## src/rtl/rm_violation_reporter_pkg.sv

```systemverilog
// Shared types and constants for the runtime-monitor violation reporter.
// Holds default sizing, the violation record layout and a saturating helper.
package rm_violation_reporter_pkg;

   localparam int unsigned RM_NUM_LANES  = 4;
   localparam int unsigned RM_NUM_RULES  = 5;
   localparam int unsigned RM_FIFO_DEPTH = 8;
   localparam int unsigned RM_TS_WIDTH   = 16;
   localparam int unsigned RM_DROP_CNT_W = 8;

   typedef struct packed {
      logic [$clog2(RM_NUM_LANES)-1:0] lane;
      logic [RM_NUM_RULES-1:0]         rules;
      logic [RM_TS_WIDTH-1:0]          ts;
   } rm_violation_t;

   function automatic logic [RM_DROP_CNT_W-1:0] rm_sat_inc(
      input logic [RM_DROP_CNT_W-1:0] v
   );
      return (&v) ? v : v + 1'b1;
   endfunction

endpackage

```

## src/rtl/rm_rr_arbiter.sv

```systemverilog
// Round-robin arbiter over lane requests, searching from last grant + 1.
// Ports: clk_i/rst_ni, req_i, en_i (grant allowed),
//        gnt_o (one-hot), gnt_idx_o, gnt_valid_o.
module rm_rr_arbiter #(
   parameter int unsigned N  = 4,
   parameter int unsigned LW = (N > 1) ? $clog2(N) : 1
) (
   input  logic          clk_i,
   input  logic          rst_ni,
   input  logic [N-1:0]  req_i,
   input  logic          en_i,
   output logic [N-1:0]  gnt_o,
   output logic [LW-1:0] gnt_idx_o,
   output logic          gnt_valid_o
);

   logic [LW-1:0] last_q;
   logic [LW-1:0] last_d;
   logic [LW-1:0] cand;
   logic          found;
   int            t;

   always_comb begin
      gnt_idx_o = '0;
      found     = 1'b0;
      cand      = '0;
      t         = 0;
      for (int i = 1; i <= int'(N); i++) begin
         t = int'(last_q) + i;
         if (t >= int'(N)) t = t - int'(N);
         cand = LW'(t);
         if (!found && req_i[cand]) begin
            found     = 1'b1;
            gnt_idx_o = cand;
         end
      end
      gnt_valid_o = found & en_i;
      gnt_o       = '0;
      if (gnt_valid_o) gnt_o[gnt_idx_o] = 1'b1;
      last_d = gnt_valid_o ? gnt_idx_o : last_q;
   end

   // Reset to the highest lane so lane 0 is searched first.
   always_ff @(posedge clk_i) begin
      if (!rst_ni) last_q <= LW'(N - 1);
      else         last_q <= last_d;
   end

endmodule

```

## src/rtl/rm_violation_reporter.sv

```systemverilog
// Turns rising per-lane rule violations into timestamped records queued
// in a FIFO drained over valid/ready; raises irq and tracks lost edges.
// Ports: clk_i/rst_ni, monitor_i, lane_reset_i, rec_valid_o/rec_ready_i,
//        rec_lane_o/rec_rules_o/rec_ts_o, irq_o, overflow_o,
//        drop_cnt_o, clear_i.
module rm_violation_reporter
   import rm_violation_reporter_pkg::*;
#(
   parameter int unsigned NUM_LANES  = RM_NUM_LANES,
   parameter int unsigned NUM_RULES  = RM_NUM_RULES,
   parameter int unsigned FIFO_DEPTH = RM_FIFO_DEPTH,
   parameter int unsigned TS_WIDTH   = RM_TS_WIDTH,
   parameter int unsigned LW = (NUM_LANES > 1) ? $clog2(NUM_LANES) : 1
) (
   input  logic                                clk_i,
   input  logic                                rst_ni,
   input  logic [NUM_LANES-1:0][NUM_RULES-1:0] monitor_i,
   input  logic [NUM_LANES-1:0]                lane_reset_i,
   output logic                                rec_valid_o,
   input  logic                                rec_ready_i,
   output logic [LW-1:0]                       rec_lane_o,
   output logic [NUM_RULES-1:0]                rec_rules_o,
   output logic [TS_WIDTH-1:0]                 rec_ts_o,
   output logic                                irq_o,
   output logic                                overflow_o,
   output logic [RM_DROP_CNT_W-1:0]            drop_cnt_o,
   input  logic                                clear_i
);

   localparam int unsigned PW = $clog2(FIFO_DEPTH);
   localparam int unsigned CW = PW + 1;
   localparam int unsigned EW = LW + NUM_RULES + TS_WIDTH;

   logic [NUM_LANES-1:0][NUM_RULES-1:0] prev_q, prev_d;
   logic [NUM_LANES-1:0][NUM_RULES-1:0] pend_q, pend_d;
   logic [NUM_LANES-1:0][NUM_RULES-1:0] new_s;
   logic [NUM_LANES-1:0]                req;
   logic [NUM_LANES-1:0]                gnt_oh;
   logic [LW-1:0]                       gnt_idx;
   logic                                gnt_vld;
   logic                                loss;

   logic [TS_WIDTH-1:0]      ts_q, ts_d;
   logic [PW-1:0]            wr_ptr_q, wr_ptr_d;
   logic [PW-1:0]            rd_ptr_q, rd_ptr_d;
   logic [CW-1:0]            cnt_q, cnt_d;
   logic                     ovf_q, ovf_d;
   logic [RM_DROP_CNT_W-1:0] drop_q, drop_d;
   logic [EW-1:0]            mem [FIFO_DEPTH];
   logic [EW-1:0]            head;
   logic                     full;
   logic                     push;
   logic                     pop;

   assign full = (cnt_q == CW'(FIFO_DEPTH));
   assign push = gnt_vld;
   assign pop  = rec_valid_o & rec_ready_i;

   always_comb begin
      for (int l = 0; l < int'(NUM_LANES); l++) begin
         req[l] = |pend_q[l];
      end
   end

   rm_rr_arbiter #(
      .N  (NUM_LANES),
      .LW (LW)
   ) u_arb (
      .clk_i       (clk_i),
      .rst_ni      (rst_ni),
      .req_i       (req),
      .en_i        (~full),
      .gnt_o       (gnt_oh),
      .gnt_idx_o   (gnt_idx),
      .gnt_valid_o (gnt_vld)
   );

   // Lane release suppresses the edge and clears all lane state.
   // The granted lane keeps only this cycle's fresh edges.
   always_comb begin
      loss = 1'b0;
      for (int l = 0; l < int'(NUM_LANES); l++) begin
         new_s[l]  = '0;
         prev_d[l] = '0;
         pend_d[l] = '0;
         if (!lane_reset_i[l]) begin
            new_s[l]  = monitor_i[l] & ~prev_q[l];
            prev_d[l] = monitor_i[l];
            if (gnt_oh[l]) begin
               pend_d[l] = new_s[l];
            end else begin
               pend_d[l] = pend_q[l] | new_s[l];
               if (|(new_s[l] & pend_q[l])) loss = 1'b1;
            end
         end
      end
   end

   // A loss in the clearing cycle restarts the count at one.
   always_comb begin
      ovf_d  = ovf_q;
      drop_d = drop_q;
      if (loss) begin
         ovf_d  = 1'b1;
         drop_d = clear_i ? RM_DROP_CNT_W'(1) : rm_sat_inc(drop_q);
      end else if (clear_i) begin
         ovf_d  = 1'b0;
         drop_d = '0;
      end
   end

   always_comb begin
      ts_d     = ts_q + 1'b1;
      wr_ptr_d = push ? wr_ptr_q + 1'b1 : wr_ptr_q;
      rd_ptr_d = pop  ? rd_ptr_q + 1'b1 : rd_ptr_q;
      cnt_d    = cnt_q;
      if (push && !pop) cnt_d = cnt_q + 1'b1;
      if (!push && pop) cnt_d = cnt_q - 1'b1;
   end

   always_ff @(posedge clk_i) begin
      if (!rst_ni) begin
         prev_q   <= '0;
         pend_q   <= '0;
         ts_q     <= '0;
         wr_ptr_q <= '0;
         rd_ptr_q <= '0;
         cnt_q    <= '0;
         ovf_q    <= 1'b0;
         drop_q   <= '0;
      end else begin
         prev_q   <= prev_d;
         pend_q   <= pend_d;
         ts_q     <= ts_d;
         wr_ptr_q <= wr_ptr_d;
         rd_ptr_q <= rd_ptr_d;
         cnt_q    <= cnt_d;
         ovf_q    <= ovf_d;
         drop_q   <= drop_d;
      end
   end

   // Storage needs no reset: outputs are masked while empty.
   always_ff @(posedge clk_i) begin
      if (push) mem[wr_ptr_q] <= {gnt_idx, pend_q[gnt_idx], ts_q};
   end

   assign head        = mem[rd_ptr_q];
   assign rec_valid_o = (cnt_q != '0);
   assign rec_lane_o  = rec_valid_o ? head[EW-1 -: LW] : '0;
   assign rec_rules_o = rec_valid_o ? head[TS_WIDTH +: NUM_RULES] : '0;
   assign rec_ts_o    = rec_valid_o ? head[TS_WIDTH-1:0] : '0;
   assign overflow_o  = ovf_q;
   assign drop_cnt_o  = drop_q;
   assign irq_o       = rec_valid_o | ovf_q;

endmodule
```

## config.mk

```make
export PLATFORM = sky130hd
export DESIGN_NAME = rm_violation_reporter
export DESIGN_NICKNAME = d
export VERILOG_FILES = /design/src/rtl/rm_violation_reporter_pkg.sv /design/src/rtl/rm_rr_arbiter.sv /design/src/rtl/rm_violation_reporter.sv
export SDC_FILE = /design/constraint.sdc
export NUM_CORES = 1
export LEC_CHECK = 0
export BUFFER_PORTS_ARGS = -buffer_cell sky130_fd_sc_hd__buf_2
export CAP_MARGIN = 40
export CORE_ASPECT_RATIO = 1.5
export CORE_MARGIN = 5
export CORE_UTILIZATION = 23
export CTS_CLUSTER_DIAMETER = 80
export DETAILED_ROUTE_END_ITERATION = 7
export GPL_TIMING_DRIVEN = 0
export SLEW_MARGIN = 20
export SYNTH_ARGS = -nofsm -noshare
export SYNTH_HDL_FRONTEND = slang
export SYNTH_SLANG_ARGS = --single-unit
```

## constraint.sdc

```tcl
create_clock -name clk_i -period 3.95 [get_ports clk_i]
set_input_delay 0.5925 -clock clk_i [delete_from_list [all_inputs] [get_ports clk_i]]
set_output_delay 0.5925 -clock clk_i [all_outputs]
set_load 0.01 [all_outputs]
```

Yosys cells after proc, flatten, opt, wreduce, memory -nomap -nowiden:

Memory sizes are Yosys's and may differ from the RTL's. A register that Yosys moved wholly into a read port is not among the register bits.
Index checks and enable logic that the tools add are counted.

* register bits after elaboration: 77
* bits in latches: 0
* RAM bits: 184
* ROM bits: 0
* bits of input ports: 28
* output and inout bits: 34
* word-level logic and storage cells: 147
* memories: 1

* $add $sub $neg: 14
* $mul: 0
* divide/modulo/power cells: 0
* magnitude comparators: 10
* equal/unequal tests: 2
* shift operators: 0
* muxes and demuxes: 56
* bitwise operators: 21
* reductions and logical operators: 28

Memory list
* mem: depth 8, bits a word 23, read ports 1, clocked after memory_dff 1, write ports 1, RTL line rm_violation_reporter.sv:49 `logic [EW-1:0] mem [FIFO_DEPTH];`

Operators by type and width (number)
* AND 5 bit: 8
* OR reduction 5 bit: 8
* two-way mux 8 bit: 4
* two-way mux 5 bit: 6
* two-way mux 1 bit: 25
* NOT 5 bit: 4
* bitwise OR 5 bit: 4
* two-way mux 2 bit: 9
* adder 16 x 1 -> 16 bit, second input constant: 1
* two-way mux 16 bit: 1
* less-than comparator 2 x 3 -> 1 bit, second input constant: 5
* two-way mux 4 bit: 3
* binary-select mux 5 bit (select 2 bit): 1
* greater-or-equal comparator 3 bit, second input constant: 3
* adder 8 x 1 -> 8 bit, second input constant: 1
* binary-select mux 1 bit (select 2 bit): 4
* AND reduction 8 bit: 1
* OR reduction 2 bit: 4
* subtractor 2 x 1 -> 2 bit, second input constant: 4
* adder 2 x 2 -> 3 bit, second input constant: 2
* adder 3 x 1 -> 3 bit, second input constant: 2
* logical AND 1 bit: 6
* two-way mux 3 bit: 2
* zero test 1 bit: 5
* other kinds (15): 18

Logic depth before layout (Yosys ltp):

Gate-level depths: netlist of the first run.

* depth in word-level cells: 33
* gate-level depth with buffers: 11
* mapped depth without buffers: 11

Cells and area by module:

Synthesis of the first run repeated with hierarchy kept, for this count alone.

* cell total of the unflattened synthesis: 681
* area, all modules: 10540.1 sq um

By module, submodules not included
* rm_violation_reporter: instances 1, cells each 651, area an instance 10293.6 sq um, sequential area each 7086.8 sq um
* rm_rr_arbiter: instances 1, cells each 30, area an instance 246.5 sq um, sequential area each 40.0 sq um

Worst setup path before layout of the first run:

No wires, ideal clock.

* kind: reg2reg
* start: register pend_q[17] (netlist bit)
* end: memory mem[2][0] (netlist bit) (enable)
* setup time: 470 ps
* data arrival time: 3553 ps
* required time: 3480 ps
* slack: -73 ps
* stages on the path, launching flop included: 6
* path buffers: 0
* period minus slack after synthesis: 4023 ps
* path through: dfxtp_1 > or4_1 > nor4_4 > a21oi_2 > inv_2 > nor4b_1

* word-level cells in the longest chain between the ends: 16
* elaborated cells on any way between the ends: 22
* those cells by class: mux (14); bitwise (1); reduce/logical (7)

RTL lines
* from (decl): RTL line rm_violation_reporter.sv:35 `logic [NUM_LANES-1:0][NUM_RULES-1:0] pend_q, pend_d;`
* from (signal assigned): RTL line rm_violation_reporter.sv:133 `pend_q <= pend_d;`
* OR reduction 5 bit (*): RTL line rm_violation_reporter.sv:61 `req[l] = |pend_q[l];`
* binary-select mux 1 bit (select 2 bit): RTL line rm_rr_arbiter.sv:32 `if (!found && req_i[cand]) begin`
* two-way mux 1 bit (implied by the code): RTL line rm_rr_arbiter.sv:32
* two-way mux 1 bit: RTL line rm_rr_arbiter.sv:32
* zero test 1 bit: RTL line rm_rr_arbiter.sv:32
* logical AND 1 bit: RTL line rm_rr_arbiter.sv:32
* two-way mux 1 bit: RTL line rm_rr_arbiter.sv:32
* zero test 1 bit: RTL line rm_rr_arbiter.sv:32
* logical AND 1 bit: RTL line rm_rr_arbiter.sv:32
* two-way mux 1 bit: RTL line rm_rr_arbiter.sv:32
* zero test 1 bit: RTL line rm_rr_arbiter.sv:32
* logical AND 1 bit: RTL line rm_rr_arbiter.sv:32
* two-way mux 1 bit (*): RTL line rm_rr_arbiter.sv:32
* AND 1 bit (*): RTL line rm_rr_arbiter.sv:37 `gnt_valid_o = found & en_i;`
* two-way mux 1 bit (*): RTL line rm_violation_reporter.sv:145 `if (push) mem[wr_ptr_q] <= {gnt_idx, pend_q[gnt_idx], ts_q};`
* two-way mux 1 bit (implied by the code) (*): RTL line rm_violation_reporter.sv:145
* to (decl): RTL line rm_violation_reporter.sv:49

Mark *: on every way between the ends. The rest lies on a longest branch, timed or not. The select of a mux whose other input is x is not followed.

==> results of run 1 <==
==> cell usage in the layout, fill, tap and decap left out, types with 4 or more instances in the layout <==
master,instances
and3_1,11
clkinv_2,5
and2_1,45
nand2b_1,7
clkbuf_1,22
nand2_1,52
dfxtp_1,80
or3_1,4
mux2i_1,25
buf_2,65
o21ai_0,9
clkbuf_8,4
buf_6,16
xnor2_1,16
a32oi_1,4
xor2_1,6
a21oi_1,24
buf_4,7
buf_8,4
a31oi_1,8
nand3_1,14
buf_1,8
mux4_2,46
nor2_1,53
clkbuf_16,28
ha_1,7
a211oi_1,4
nor2b_1,25
edfxtp_1,184
inv_1,11
==> cell families after synthesis <==
logic type / after synthesis / share of synthesized area [%]
DFF: 264 / 66.85
and+or+nand+nor: 238 / 12.08
AOI/OAI and AO/OA: 73 / 4.730
muxes: 71 / 12.07
buffers and inverters: 39 / 1.455
xor gates and xnor gates: 22 / 1.807
adders and majority gates: 8 / 1.009
==> per-layer routing <==
layer / part of all wire, % / up-vias
met5: 0 / -
met4: 1.8 / 0
met2: 52 / 142
li1: - / 2944
met3: 4.3 / 32
met1: 42 / 3113
==> registers in the layout, summed over array words and instances (netlist names), named ones only <==
signal        count
cnt_q             4
drop_cnt_o        8
mem             184
overflow_o        1
pend_q           20
prev_q           20
rd_ptr_q          3
ts_q             16
u_arb.last_q      2
wr_ptr_q          3
==> power groups by stage <==
stage / registers [mW] / clock network (mW) / logic [mW]
after floorplan: 3.51 / 0 / 1.32
after global placement: 3.55 / 0 / 1.97
after detailed placement: 3.55 / 0 / 2.14
after CTS: 3.49 / 2.59 / 2.15
after global routing: 3.51 / 2.73 / 2.29
final: 3.48 / 2.52 / 2.07
==> stage by stage <==
stage                     cell area (sq um)  power (mW)
after floorplan                       10670       4.832
after CTS                             12990       8.227
after detailed placement              12100       5.689
after global placement                11710       5.515
after global routing                  12990       8.537
final                                 12990       8.068
==> worst max-delay path by stage <==
stage,start,end
after floorplan,pend_q[17],mem[0][0]
after global placement,pend_q[17],mem[0][11]
after detailed placement,cnt_q[0],cnt_q[3]
after CTS,flop,rec_ts_o[0]
after global routing,flop,rec_ts_o[0]
final,flop,rec_ts_o[0]
==> worst reg2reg max path, cell delays in order, from the launching register on <==
cell and delay, ns:
dfxtp_1 0.35, or4_4 0.58, nor4b_4 0.32, a21oi_2 0.23, inv_2 0.31, ha_1 0.27, ha_1 0.25, a21o_1 0.18
a21oi_1 0.17, xnor2_1 0.10, or3_1 0.30, a21boi_0 0.17
==> area by class of cell <==
type                       instances  area, sq um  area share [%]
tap                              588        735.7           5.665
timing repair buffer              91        629.4           4.846
multi-input combinational        412         3448           26.55
sequential                       264         7127           54.87
inverter                          13        48.80          0.3757
buffer                            26        106.4          0.8189
clock buffer                      40        788.3           6.069
clock inverter                    10        103.9          0.7996
==> Yosys cell counts (all sizes together), types with 3 or more instances <==
master  instances
and2           45
a41oi           3
nand2b          7
nor2b          25
nor4            6
a22oi           3
or4             4
or3             4
ha              7
nand2          52
a21oi          25
dfxtp          80
nor2           54
clkbuf         16
a21boi          3
and3           12
nand4           3
inv            13
o21ai           9
buf            10
edfxtp        184
a211oi          4
mux2i          25
a31oi           8
nor3            3
mux4           46
xor2            6
a32oi           4
xnor2          16
nor4b           4
nand3          14
==> impl_metrics.ini, run 1 <==
[status]
status = completed

[grt]
grt_pass1_vias = 6504
grt_max_degree = 18
grt-busiest-layer = met2
grtUsageMet1_pct = 11.81
gr-total-overflow = 0
globalRouteMet2Util_pct = 16.42
antenna_found_initial = 2
grt_pass1_wl_um = 37110
grtUsageMet3_pct = 1.449
grt_usage_pct = 9.259

[floorplanning]
die_h_um = 273.7
die_area_sq_um = 50840
core_sq_um = 45880
die_x_um = 185.8
placementRows = 96
ios = 62
start_util_pct = 23.23

[critical_path]
r2r_cells = 11
cp_slowest_cell = clkbuf_1
crit_path_start_kind = flop
reg2reg_slack_ns = 0.65
arrival_ns = 3.08
rr_endpoint = cnt_q[3]
crit_type = reg2out
cp_top_family = buffers and inverters
critPathBufInv = 4
timing.rr.start = pend_q[1]
crit_path_end_kind = output port
crit_path_max_incr_delay_ns = 0.59
crit_cells = 7
critPathMaxFanout = 10
crit_chain = clkbuf_1 -> buf_1 -> buf_6 -> mux4_2 -> mux2i_1 -> nor2_1 -> buf_2
crit_required_ns = 3.36

[synth]
avgSynthCellArea_sq_um = 14.91
syn-num-nets = 751
synth_area_leader_cell = edfxtp_1
synth_area_leaders = edfxtp_1 (52%), dfxtp_1 (15%), mux4_2 (9.7%)
netlist_area_sq_um = 10660
synth_top_area_share_pct = 51.83
async_flop_share_pct = 0
synth_cells = 715
synth_seq_cells = 264
synth_cell_types = 57
synth_edf_count = 184
ys.flop_type = edfxtp_1
synth-seq-area-share_pct = 66.85
ys_warn_count = 0

[clock_tree]
cts_resized = 0
cts.clk_slew.worst_paths_ns = 0.06
cts_buffers = 27
cts_buffer_depth = 3
ctsRootBufferMaster = clkbuf_16
insertion_delay_ns = 0.53
htreeDepth = 1
post_cts_buffers = 0
cts_hold_buf = 0
cts_sinks = 264
cts_tree = built

[hold_path]
hold_end = prev_q[2]
min_path_type = in2reg
min_from = monitor_i[2]
whs_path_depth = 2

[power_and_ir_drop]
p_leak_nw = 4.530
powerDensity_nw_per_um2 = 621.2
p_int_mw = 5.771
irDropWorstVdd_v = 0.0003702
seq_power_share_pct = 43.2
clkPwrFrac_pct = 31.2
switchingPower_mw = 2.296
swShare_pct = 28.46
comb_power_share_pct = 25.6

[sta]
skew_ns = 0.01784
relSlewSlack_pct = 47.88
setup_viol_count_final = 0
fin_crit_ns = 3.674
fin_ws_ns = 0.2757
fmax_ghz = 0.2722
maxSlewViolCount = 0
fin_tns_setup_ns = 0
hold_viol = 0
fin_crit_sh_pct = 93.02
rsz0062_at_grt = no
hold-worst-slack_ns = 0.2738
worst_pin_slew_ns = 0.7784

[drt]
routed_wl_um = 23620
vias_per_cell = 4.315
wl_per_cell_um = 16.36
drt_iter0_drc = 346
num_vias = 6231
dr.pass1.iters = 5
drc_errors = 0
ant_nets = 0

[finish]
fillers = 4683
drive_gt1_share_pct = 23.83
final_cells = 1444
final_util_pct = 28.31
diodes = 0
final_nets = 871
area_growth_syn_to_layout_pct = 21.83

[place]
dpl.hpwl_um = 17500
place_ws_ns = 0.5887
port_buffers = 61
dp_cells = 1394
place.gp.congestion = 0.7851

[flow_run]
max_cap_viol_count = 0
Note: power is estimated with default switching activity, not from simulation.
==> inputs of run 2 (changes only) <==
--- a/config.mk
+++ b/config.mk
@@ -5,6 +5,7 @@
 export SDC_FILE = /design/constraint.sdc
 export NUM_CORES = 1
 export LEC_CHECK = 0
+export ABC_AREA = 1
 export BUFFER_PORTS_ARGS = -buffer_cell sky130_fd_sc_hd__buf_2
 export CAP_MARGIN = 40
 export CORE_ASPECT_RATIO = 1.5
@@ -13,6 +14,7 @@
 export CTS_CLUSTER_DIAMETER = 80
 export DETAILED_ROUTE_END_ITERATION = 7
 export GPL_TIMING_DRIVEN = 0
+export MAX_ROUTING_LAYER = met4
 export SLEW_MARGIN = 20
 export SYNTH_ARGS = -nofsm -noshare
 export SYNTH_HDL_FRONTEND = slang
==> run 2 against run 1 <==
  * Worst hold slack gained 0.016 ns
  * Clock power shrank 5%
  * Non-clock buffer count shrank 5
  * Clock skew shrank 0.0066 ns
  * Critical endpoint is now rec_rules_o[4]
  * Design area grew 1.1%
  * Largest power group unchanged
  * First-iteration DRC count grew 55%
  * Clock-buffer cell count shrank 8
  * Global-route usage grew 1.8 points
  * Final cell count grew 23%
  * Area after synthesis grew 3.0%
==> impl_metrics.ini, run 2 <==
[status]
status = completed

[flow_run]
max_cap_viol_count = 0

[clock_tree]
ctsRootBufferMaster = clkbuf_16
cts_buffer_depth = 3
insertion_delay_ns = 0.53
cts_tree = built
cts_sinks = 264
cts_hold_buf = 0
htreeDepth = 1
cts.clk_slew.worst_paths_ns = 0.06
cts_buffers = 25
cts_resized = 0
post_cts_buffers = 0

[synth]
synth_area_leader_cell = edfxtp_1
synth-seq-area-share_pct = 64.93
synth_edf_count = 184
synth_area_leaders = edfxtp_1 (50%), dfxtp_1 (15%), nor2_1 (7.5%)
ys.flop_type = edfxtp_1
avgSynthCellArea_sq_um = 10.36
syn-num-nets = 1095
synth_cells = 1059
netlist_area_sq_um = 10980
synth_commonest_cells = nor2_1 (219), edfxtp_1 (184), o21ai_0 (134), nand2_1 (86), inv_1 (81)
synth_seq_cells = 264
synth_top_area_share_pct = 50.34
async_flop_share_pct = 0
synth_cell_types = 41
post-synth-top-count-cell = nor2_1
ys_warn_count = 0

[critical_path]
arrival_ns = 2.88
reg2reg_slack_ns = 1.10
crit_path_start_kind = flop
rr_endpoint = cnt_q[3]
timing.rr.start = pend_q[2]
crit_required_ns = 3.36
r2r_cells = 17
crit_type = reg2out
critPathMaxFanout = 10
crit_path_end_kind = output port

[sta]
rsz0062_at_grt = no
fin_crit_sh_pct = 87.86
maxSlewViolCount = 0
hold_viol = 0
relSlewSlack_pct = 46.70
skew_ns = 0.01127
worst_pin_slew_ns = 0.7995
setup_viol_count_final = 0
fin_crit_ns = 3.470
hold-worst-slack_ns = 0.2900
fin_tns_setup_ns = 0
fmax_ghz = 0.2882
fin_ws_ns = 0.4797

[finish]
multi_input_area_sq_um = 3406
top_regs = mem: 184 flops, pend_q: 20 flops, prev_q: 20 flops
drive_gt1_share_pct = 14.66
final_util_pct = 27.68
regMostFlops = mem
final_nets = 1191
area_growth_syn_to_layout_pct = 19.66
final_cell_mix = nor2_1 (211), edfxtp_1 (184), o21ai_0 (134), nand2_1 (86), inv_1 (81)
fin_area_sq_um = 13130
final_cells = 1774
layout_commonest_cell = nor2_1
fillers = 4816
largest_reg_flops = 184
area.sequential_sq_um = 7127

[place]
dpl-instance-area_sq_um = 12310
place.gp.congestion = 0.8213
port_buffers = 61
dp_cells = 1728
dpl.hpwl_um = 20260
place_ws_ns = 1.067

[hold_path]
min_from = monitor_i[6]
whs_path_depth = 3
hold_end = prev_q[6]
min_path_type = in2reg

[power_and_ir_drop]
total_power_mw = 9.564
irDropWorstVdd_v = 0.0003197
powerDensity_nw_per_um2 = 728.2
p_leak_nw = 4.632

[grt]
grt_usage_pct = 11.02
grt_pass1_wl_um = 44280
grt_max_degree = 18
antenna_found_initial = 1
gr-total-overflow = 0
grt_pass1_vias = 7916

[floorplanning]
placementRows = 98
ios = 62
die_area_sq_um = 52280
start_util_pct = 23.13
die_x_um = 188.4
core_sq_um = 47450
die_h_um = 277.5

[drt]
routed_wl_um = 28760
drt_iter0_drc = 536
num_vias = 7903
dr.pass1.iters = 5
ant_nets = 0
drc_errors = 0
vias_per_cell = 4.455
wl_per_cell_um = 16.21
-- run 2: changes by cell type in the layout (fill, tap and decap cells not counted), moves of 25 or more --
| cell | before | now |
|---|---|---|
| inv_1 | 11 | 81 |
| nor2_1 | 53 | 211 |
| mux2i_1 | 25 | 0 |
| and2_1 | 45 | 0 |
| o22ai_1 | 0 | 34 |
| o21ai_0 | 9 | 134 |
| nand2_1 | 52 | 86 |
| mux4_2 | 46 | 0 |
| nor2b_1 | 25 | 0 |
-- run 2: cells by family (layout without fill, tap and decap cells) --
kind of cell / after synthesis / after routing / share of synthesized area, %
and+or+nand+nor: 398 / 398 / 16.17
buffers and inverters: 129 / 243 / 4.583
DFF: 264 / 264 / 64.93
xor gates and xnor gates: 7 / 7 / 0.6270
adders and majority gates: 8 / 8 / 0.9804
AOI/OAI and AO/OA: 253 / 253 / 12.71
other: 0 / 1 / 0
-- run 2: final cells by class --
cell class                      count  share of cell area [%]
Antenna cell                        1                 0.01905
Buffer                             43                   1.343
Clock buffer                       32                   5.192
Sequential cell                   264                   54.26
Clock inverter                     13                   1.048
Timing Repair Buffer               69                   4.001
Inverter                           86                   2.486
Tap cell                          600                   5.716
Multi-Input combinational cell    666                   25.93
-- run 2: worst max-delay path by stage --
stage,endpoint,slack [ns],from,cells past startpoint
final,rec_rules_o[4],0.48,flop,8
after global routing,rec_rules_o[4],0.31,flop,8
after CTS,rec_rules_o[4],0.48,flop,8
after detailed placement,rec_rules_o[4],1.07,flop,8
after global placement,mem[0][16],-0.05,u_arb.last_q[0],10
after floorplan,mem[0][0],1.20,u_arb.last_q[0],10
-- run 2: power by group --
part | internal (mW) | switching (mW) | total, mW
registers | 3.64 | 0.150 | 3.79
clock network | 1.37 | 1.03 | 2.40
logic | 1.00 | 2.38 | 3.38
total | 6.00 | 3.56 | 9.56
-- run 2: per-layer routing --
metal	track usage, %	wire (um)	up-vias
li1	-	-	3872
met1	11.50	10700	3743
met2	20.35	15480	203
met3	1.649	1244	85
met4	4.973	1332	0
met5	-	0	-
-- run 2: worst max-delay path, cell delays in order (launching register included) --
cell and delay (ns):
dfxtp_1 0.33, inv_1 0.07, clkbuf_1 0.36, clkbuf_1 0.55, nor2_1 0.09, o22ai_1 0.18
o21ai_0 0.11, a31oi_1 0.44, buf_2 0.23
==> inputs of run 3 (changes only) <==
--- a/config.mk
+++ b/config.mk
@@ -15,6 +15,7 @@
 export DETAILED_ROUTE_END_ITERATION = 7
 export GPL_TIMING_DRIVEN = 0
 export MAX_ROUTING_LAYER = met4
+export PLACE_DENSITY = 0.39
 export SLEW_MARGIN = 20
 export SYNTH_ARGS = -nofsm -noshare
 export SYNTH_HDL_FRONTEND = slang
==> run 3 against run 2 <==
  * Non-clock buffer count increased by 1
  * Clock-buffer cell count increased by 5
  * Fmax increased by 0.99%
  * Design area increased by 0.45%
  * Die area unchanged
  * Register-to-register slack got worse by 0.06 ns
  * Wire length increased by 8.7%
  * Worst hold slack got worse by 0.030 ns
  * First-iteration DRC count decreased by 19%
  * Largest cell class unchanged
  * Largest power group unchanged
==> impl_metrics.ini, run 3 (synthesis gave the netlist of run 2 again) <==
[status]
status = completed

[sta]
relSlewSlack_pct = 45.21
fmax_ghz = 0.2910
setup_viol_count_final = 0
rsz0062_at_grt = no
fin_ws_ns = 0.5137
skew_ns = 0.03350
fin_tns_setup_ns = 0
fin_crit_sh_pct = 87.00
worst_pin_slew_ns = 0.8218
maxSlewViolCount = 0
hold_viol = 0
fin_crit_ns = 3.436

[finish]
layout_commonest_cell = nor2_1
final_cell_mix = nor2_1 (211), edfxtp_1 (184), o21ai_0 (134), nand2_1 (86), inv_1 (81)
final_nets = 1194
largest_reg_flops = 184
area_growth_syn_to_layout_pct = 20.20
top_regs = mem: 184 flops, pend_q: 20 flops, prev_q: 20 flops
diodes = 0
drive_gt1_share_pct = 15.27
fillers = 4941
regMostFlops = mem

[hold_path]
min_from = monitor_i[17]
hold_end = prev_q[17]
whs_path_depth = 3
min_path_type = in2reg

[grt]
grt_pass1_vias = 7907
antenna_found_initial = 0
grt_usage_pct = 12.05
globalRouteMet2Util_pct = 22.66
grtUsageMet1_pct = 13.44
grt-busiest-layer = met2
gr-total-overflow = 0
grt_max_degree = 16
grt_pass1_wl_um = 47510
grtUsageMet3_pct = 1.397

[power_and_ir_drop]
irDropWorstVdd_v = 0.0003069
powerDensity_nw_per_um2 = 738.4
p_leak_nw = 4.658

[critical_path]
r2r_cells = 15
crit_type = reg2out
critPathMaxFanout = 10
timing.rr.start = pend_q[18]
crit_path_max_incr_delay_ns = 0.55
rr_endpoint = cnt_q[3]
crit_chain = inv_1 -> clkbuf_1 -> clkbuf_1 -> nor2_1 -> o22ai_1 -> o21ai_0 -> a31oi_1 -> buf_2
crit_path_start_kind = flop
crit_top_cell = clkbuf_1
cp_slowest_cell = clkbuf_1
reg2reg_slack_ns = 1.04
crit_path_end_kind = output port
arrival_ns = 2.84
crit_required_ns = 3.36

[clock_tree]
cts_hold_buf = 0
ctsRootBufferMaster = clkbuf_16
cts.clk_slew.worst_paths_ns = 0.07
cts_buffer_depth = 3
cts_sinks = 264
post_cts_buffers = 0
htreeDepth = 1
cts_resized = 0
cts_tree = built
insertion_delay_ns = 0.55
cts_buffers = 27

[floorplanning]
start_util_pct = 23.13
ios = 62
die_area_sq_um = 52280
die_h_um = 277.5
core_sq_um = 47450
placementRows = 98
die_x_um = 188.4

[drt]
num_vias = 7813
routed_wl_um = 31260
dr.pass1.iters = 5
vias_per_cell = 4.392
wl_per_cell_um = 17.57
drt_iter0_drc = 434
ant_nets = 0
drc_errors = 0

[place]
place_ws_ns = 1.004
port_buffers = 61
place.gp.congestion = 0.7741
dpl.hpwl_um = 21930

[flow_run]
max_cap_viol_count = 0
==> run 3: final cells by class <==
cell class	instances	area [sq um]	area share [%]
plain buffers	43	176.4	1.337
inverters	86	326.6	2.475
clock inverters	13	110.1	0.8346
clock buffers	37	763.2	5.785
well taps	600	750.7	5.690
multi-input cells	666	3406	25.82
repair buffers	70	533.0	4.040
flip-flops and latches	264	7127	54.02
==> run 3: how the worst max path moves through the flow <==
stage | from | depth (start not counted) | to | slack (ns)
after global placement | u_arb.last_q[0] | 10 | mem[0][3] | -0.27
after detailed placement | flop | 8 | rec_rules_o[4] | 1.00
after floorplan | u_arb.last_q[0] | 10 | mem[0][0] | 1.20
final | flop | 8 | rec_rules_o[4] | 0.51
after global routing | flop | 7 | rec_ts_o[8] | 0.21
after CTS | flop | 8 | rec_rules_o[4] | 0.42
==> run 3: metal layers <==
layer | share of wire (%) | up-vias
met5 | 0 | -
met4 | 2.1 | 0
met3 | 3.3 | 32
met2 | 54 | 131
met1 | 40 | 3772
li1 | - | 3878
==> run 3: per-stage QoR <==
| stage | total power, mW | util [%] | hold WS [ns] | cell area [sq um] | cells |
|---|---|---|---|---|---|
| final | 9.741 | 27.80 | 0.2597 | 13190 | 1779 |
| after CTS | 9.921 | 27.79 | 0.2287 | 13190 | 1778 |
| after detailed placement | 7.372 | 25.95 | 0.4541 | 12310 | 1728 |
| after floorplan | 5.889 | - | 0.4334 | 10980 | 1059 |
| after global placement | 7.183 | 25.35 | 0.4511 | 12030 | 1720 |
| after global routing | 10.35 | 27.80 | 0.2434 | 13190 | 1779 |
==> run 3: power breakdown <==
part / leakage [nW] / total (mW) / switching [mW] / internal, mW
registers: 2.28 / 3.78 / 0.146 / 3.64
logic: 1.96 / 3.44 / 2.43 / 1.01
clock network: 0.422 / 2.52 / 1.09 / 1.42
==> run 3: critical path, delay by kind of cell (launching register included) <==
family / cells / cell delay (ns)
flip-flops: 1 / 0.35
AND/OR/NAND/NOR: 1 / 0.09
buffers and inverters: 4 / 1.22
AO/OA/AOI/OAI: 3 / 0.65
